## src/rtl/muxpga_cfg_loader.sv

```systemverilog
// muxpga_cfg_loader: holds a NIBBLES x 4 configuration image and streams it into the
// fabric's 4-bit-wide configuration shift chain, then releases the fabric into run mode.
// Optional feature: define MUXPGA_CFG_READBACK_EN to add a VERIFY pass that re-shifts
// the image while comparing the chain tail (fab_rdbk) against it, raising a sticky err.
module muxpga_cfg_loader #(
    parameter int unsigned NIBBLES = 24
) (
    input  logic       clk,
    input  logic       reset,
    input  logic       wr_en,
    input  logic [4:0] wr_addr,
    input  logic [3:0] wr_data,
    input  logic       start,
    input  logic       stop,
    output logic       busy,
    output logic       running,
    output logic       done,
    output logic       err,
    output logic       fab_rst,
    output logic [1:0] fab_cmd,
    output logic [3:0] fab_nibble,
    input  logic [3:0] fab_rdbk
);

    localparam logic [4:0] LastIdx = 5'(NIBBLES - 1);

    localparam logic [1:0] CmdShift = 2'b00;
    localparam logic [1:0] CmdRun   = 2'b01;
    localparam logic [1:0] CmdHold  = 2'b10;

`ifdef MUXPGA_CFG_READBACK_EN
    typedef enum logic [2:0] {StIdle, StClr, StShift, StVerify, StRun} state_e;
`else
    typedef enum logic [2:0] {StIdle, StClr, StShift, StRun} state_e;
`endif

    state_e     state_q, state_d;
    logic [4:0] idx_q, idx_d;
    logic       busy_q, busy_d;
    logic       running_q, running_d;
    logic       done_q, done_d;
    logic       fab_rst_q, fab_rst_d;
    logic [1:0] fab_cmd_q, fab_cmd_d;
    logic [3:0] fab_nibble_q, fab_nibble_d;
    logic       img_we;

    logic [3:0] image_q [NIBBLES];

`ifdef MUXPGA_CFG_READBACK_EN
    logic err_q, err_d;
`endif

    // Image writes are accepted only while the chain is not being driven from the image
    always_comb begin
        img_we = wr_en && !reset && ((state_q == StIdle) || (state_q == StRun)) &&
                 ({27'd0, wr_addr} < NIBBLES);
    end

    // Image store has no reset so a reset never loses the loaded configuration
    always_ff @(posedge clk) begin
        if (img_we) begin
            image_q[wr_addr] <= wr_data;
        end
    end

    // Next-state logic; fab_* outputs are derived from the next state so they line up
    // with the state they belong to once registered
    always_comb begin
        state_d = state_q;
        idx_d   = idx_q;
`ifdef MUXPGA_CFG_READBACK_EN
        err_d   = err_q;
`endif
        case (state_q)
            StIdle: begin
                if (start) begin
                    state_d = StClr;
                    idx_d   = 5'd0;
`ifdef MUXPGA_CFG_READBACK_EN
                    err_d   = 1'b0;
`endif
                end
            end
            StClr: begin
                state_d = StShift;
                idx_d   = 5'd0;
            end
            StShift: begin
                if (idx_q == LastIdx) begin
                    idx_d   = 5'd0;
`ifdef MUXPGA_CFG_READBACK_EN
                    state_d = StVerify;
`else
                    state_d = StRun;
`endif
                end else begin
                    idx_d = idx_q + 5'd1;
                end
            end
`ifdef MUXPGA_CFG_READBACK_EN
            StVerify: begin
                // Chain tail during re-shift cycle k carries the nibble loaded as image[k]
                if (fab_rdbk != image_q[idx_q]) begin
                    err_d = 1'b1;
                end
                if (idx_q == LastIdx) begin
                    idx_d   = 5'd0;
                    state_d = StRun;
                end else begin
                    idx_d = idx_q + 5'd1;
                end
            end
`endif
            StRun: begin
                if (stop) begin
                    state_d = StIdle;
                end
            end
            default: begin
                state_d = StIdle;
            end
        endcase

        if (reset) begin
            state_d = StIdle;
            idx_d   = 5'd0;
`ifdef MUXPGA_CFG_READBACK_EN
            err_d   = 1'b0;
`endif
        end

        busy_d       = (state_d != StIdle) && (state_d != StRun);
        running_d    = (state_d == StRun);
        done_d       = (state_d == StRun) && (state_q != StRun) && !reset;
        fab_rst_d    = reset || (state_d == StClr);
        fab_cmd_d    = CmdHold;
        fab_nibble_d = 4'd0;
        if (state_d == StRun) begin
            fab_cmd_d = CmdRun;
        end
        if (state_d == StShift
`ifdef MUXPGA_CFG_READBACK_EN
            || state_d == StVerify
`endif
           ) begin
            fab_cmd_d    = CmdShift;
            fab_nibble_d = image_q[idx_d];
        end
        if (reset) begin
            fab_cmd_d = CmdHold;
        end
    end

    // State and registered outputs
    always_ff @(posedge clk) begin
        state_q      <= state_d;
        idx_q        <= idx_d;
        busy_q       <= busy_d;
        running_q    <= running_d;
        done_q       <= done_d;
        fab_rst_q    <= fab_rst_d;
        fab_cmd_q    <= fab_cmd_d;
        fab_nibble_q <= fab_nibble_d;
`ifdef MUXPGA_CFG_READBACK_EN
        err_q        <= err_d;
`endif
    end

    assign busy       = busy_q;
    assign running    = running_q;
    assign done       = done_q;
    assign fab_rst    = fab_rst_q;
    assign fab_cmd    = fab_cmd_q;
    assign fab_nibble = fab_nibble_q;

`ifdef MUXPGA_CFG_READBACK_EN
    assign err = err_q;
`else
    logic unused_rdbk;
    assign err         = 1'b0;
    assign unused_rdbk = ^fab_rdbk;
`endif

endmodule

```

## config.mk

```make
export PLATFORM = sky130hd
export DESIGN_NAME = muxpga_cfg_loader
export DESIGN_NICKNAME = d
export VERILOG_FILES = /design/src/rtl/muxpga_cfg_loader.sv
export SDC_FILE = /design/constraint.sdc
export NUM_CORES = 1
export LEC_CHECK = 0
export CAP_MARGIN = 40
export CORE_ASPECT_RATIO = 1.1
export CORE_MARGIN = 4
export CORE_UTILIZATION = 30
export CTS_CLUSTER_DIAMETER = 30
export DETAILED_ROUTE_END_ITERATION = 10
export GPL_TIMING_DRIVEN = 0
export RECOVER_POWER = 50
export SYNTH_ARGS = -nofsm -noshare
export SYNTH_HDL_FRONTEND = slang
export SYNTH_SLANG_ARGS = --single-unit
```

## constraint.sdc

```tcl
create_clock -name clk -period 2.57 [get_ports clk]
set_input_delay 0.514 -clock clk [delete_from_list [all_inputs] [get_ports clk]]
set_output_delay 0.514 -clock clk [all_outputs]
set_load 0.02 [all_outputs]
```

==> flow_metrics.py <==
metrics = {
    "outcome": {
        "status": "complete, no violations",
    },
    "pwr": {
        "p_switching_mw": 0.800,
        "power.internal_mw": 3.23,
        "swShare_pct": 19.8,
        "p_per_area_mw_per_mm2": 696,
        "total_power_mw": 4.03,
        "total_leakage_power_nw": 1.89,
        "power_frac_seq_pct": 50.0,
        "p_clk_share_pct": 47.4,
        "max-vdd-ir-drop_v": 0.000406,
        "p_comb_share_pct": 2.7,
    },
    "die": {
        "die_w_um": 128,
        "pin_count": 29,
        "die_y_um": 140,
        "num_rows": 47,
        "dieArea_mm2": 0.0179,
        "initial_core_util_pct": 31.1,
        "core_area_mm2": 0.0153,
    },
    "final_layout": {
        "fillers": 1455,
        "final_area_mm2": 0.00579,
        "num_antenna_cells": 0,
        "finalNetCount": 403,
        "area_delta_synth_final_pct": 22.0,
        "drive_gt1_share_pct": 17.7,
    },
    "sta": {
        "setup_viol": 0,
        "clock.fmax_ghz": 0.398,
        "period_share_pct": 97.8,
        "period_minus_slack_ps": 2510,
        "slew_headroom_pct": 26.6,
        "final-hold-violation-count": 0,
        "fin_setup_tns_ps": 0,
        "skew_ps": 11.7,
        "fin_ws_ps": 57.1,
        "whs_ps": 663,
        "worstMarginPinSlew_ps": 1100,
        "report.final.slew_viol_count": 0,
    },
    "clock_tree": {
        "clockRootBuffer": "clkbuf_16",
        "cts_num_sinks": 114,
        "tritoncts": "built",
        "h-tree-depth": 4,
        "worstSkewPairLatency_ps": 410,
        "cts_buffers": 17,
        "cts_buffer_depth": 2,
        "cts.reportedPaths.clkPinSlew_ps": 50,
        "cts_hold_buf": 0,
    },
    "drt": {
        "via_count": 2881,
        "viasPerCell": 4.87,
        "postRouteAntennaNets": 0,
        "postRouteWirelength_um": 10000,
        "remaining_drc_errors": 0,
        "wl_per_cell_um": 16.9,
        "firstDrtPassIters": 4,
        "first_iter_violations": 231,
    },
    "flow_run": {
        "max_cap_violations": 0,
    },
    "global_routing": {
        "grt_usage_pct": 11.8,
        "grt_pass1_wl_um": 15600,
        "grt_pass1_vias": 2827,
        "grt_max_degree": 25,
        "grt_overflow": 0,
        "antenna_found_initial": 0,
    },
    "synth": {
        "ys_seq_area_share_pct": 68.3,
        "ys_types": 48,
        "syn_area_mm2": 0.00475,
        "ys.flop_type": "edfxtp_1",
        "yosys.area.top_type_share_pct": 60.7,
        "postSynthAreaPerCell_um2": 14.1,
        "synth.largest_area_cell": "edfxtp_1",
        "async_flop_share_pct": 0,
        "ys_warn_count": 0,
        "ys_ff_latch": 114,
        "yosysMostFrequentCell": "edfxtp_1",
        "synth_cells": 336,
        "ys_top_cells_by_count": "edfxtp_1, nor2_1, mux2i_1",
        "synth_enable_flop_cells": 96,
        "synth.area.top_cells": "edfxtp_1, dfxtp_1, mux2i_1",
    },
    "place": {
        "numPortBuffers": 23,
        "dpl_worst_slack_ps": -505,
        "place_hpwl_um": 7070,
        "gp_congestion": 0.831,
        "place_area_mm2": 0.00526,
    },
    "critical_path": {
        "startpoint_type": "input port",
        "arrival_ps": 2850,
        "critical_path_class": "in2reg",
        "cp_max_fo": 6,
        "setup.worst_path.end_class": "flop",
        "critical_path_required_ps": 2900,
    },
    "hold_path": {
        "hold_class": "reg2reg",
    },
}
[cell usage in the layout, fill, tap and decap left out, types with 3 or more instances in the layout]
master / instances
or2_2: 3
a22oi_1: 8
nor3_2: 3
buf_4: 6
nand4b_1: 3
nand2b_1: 3
nand2_1: 30
nand3_1: 11
clkbuf_16: 17
a21oi_1: 16
dlygate4sd3_1: 6
dfxtp_1: 18
buf_2: 4
clkdlybuf4s50_1: 17
a22o_1: 3
or3_1: 5
and3_1: 4
nor2b_1: 4
clkinv_2: 7
nor4b_1: 3
edfxtp_1: 96
clkinv_1: 5
mux2i_1: 33
clkbuf_1: 5
nor2_1: 34
o2bb2ai_1: 4
mux2_2: 6
[cell families after synthesis]
logic type               share of synthesized area (%)
AND/OR/NAND/NOR                                   13.1
flip-flops                                        68.3
AO/OA/AOI/OAI                                     7.17
multiplexers                                      8.59
buffers and inverters                             2.53
adder cells (fa/ha/maj)                          0.263
other                                           0.0790
[layer usage]
metal	wire length [um]	up-vias	track usage, %
li1	-	1370	-
met2	4910	73	18.5
met5	0	-	0
met3	486	15	3.47
met4	229	0	6.59
met1	4380	1423	14.6
[repair_timing]
action / CTS / global route
setup endpoints to repair: 66 / 4
gates resized for setup: 5 / 8
setup buffers: 3 / 0
pin swaps: 1 / 1
[power by group through the flow]
stage	Clock [mW]	Sequential, mW	Combinational, mW
finish	1.91	2.02	0.107
global route	2.05	2.01	0.118
CTS	1.95	2.02	0.114
detailed placement	0	2.05	0.112
global placement	0	2.05	0.107
floorplan	0	2.05	0.0392
[area by class of cell]
class / instances / area (um2) / share of cell area, %
buffer: 13 / 103 / 1.77
clock buffer: 19 / 433 / 7.47
clock inverter: 11 / 48.8 / 0.842
inverter: 3 / 25.0 / 0.432
multi-input combinational: 207 / 1440 / 24.8
sequential: 114 / 3240 / 56.0
tap: 196 / 245 / 4.23
timing repair buffer: 28 / 260 / 4.49
[state kept, by name, indices dropped and copies added, names as in the netlist]
name / flops
image_q: 96
idx_q: 5
fab_nibble: 4
state_q: 3
fab_cmd: 2
busy: 1
done: 1
fab_rst: 1
running: 1
[path summary, 6_finish.rpt]
kind	start	end	slack, ps	depth (start not counted)
worst max register to register	idx_q[0]	fab_nibble[2]	80	9
worst min-delay path	image_q[9][3]	fab_nibble[3]	660	4
worst max-delay path	start	fab_nibble[3]	60	8
worst min register to register	image_q[9][3]	fab_nibble[3]	660	4
[critical path: stages]
cell	delay, ps
dlygate4sd3_1	570
nor4b_1	180
a31o_2	220
a21oi_1	410
nand2_1	180
nor3_2	340
o2111ai_1	240
nand4b_1	180
[per-stage QoR]
stage / instances / utilization (%)
final: 591 / 37.9
after detailed placement: 558 / 34.4
after global routing: 591 / 37.9
after CTS: 591 / 37.8
after global placement: 556 / 34.2
after floorplan: 337 / -
Power figures use the tool's default switching activity.
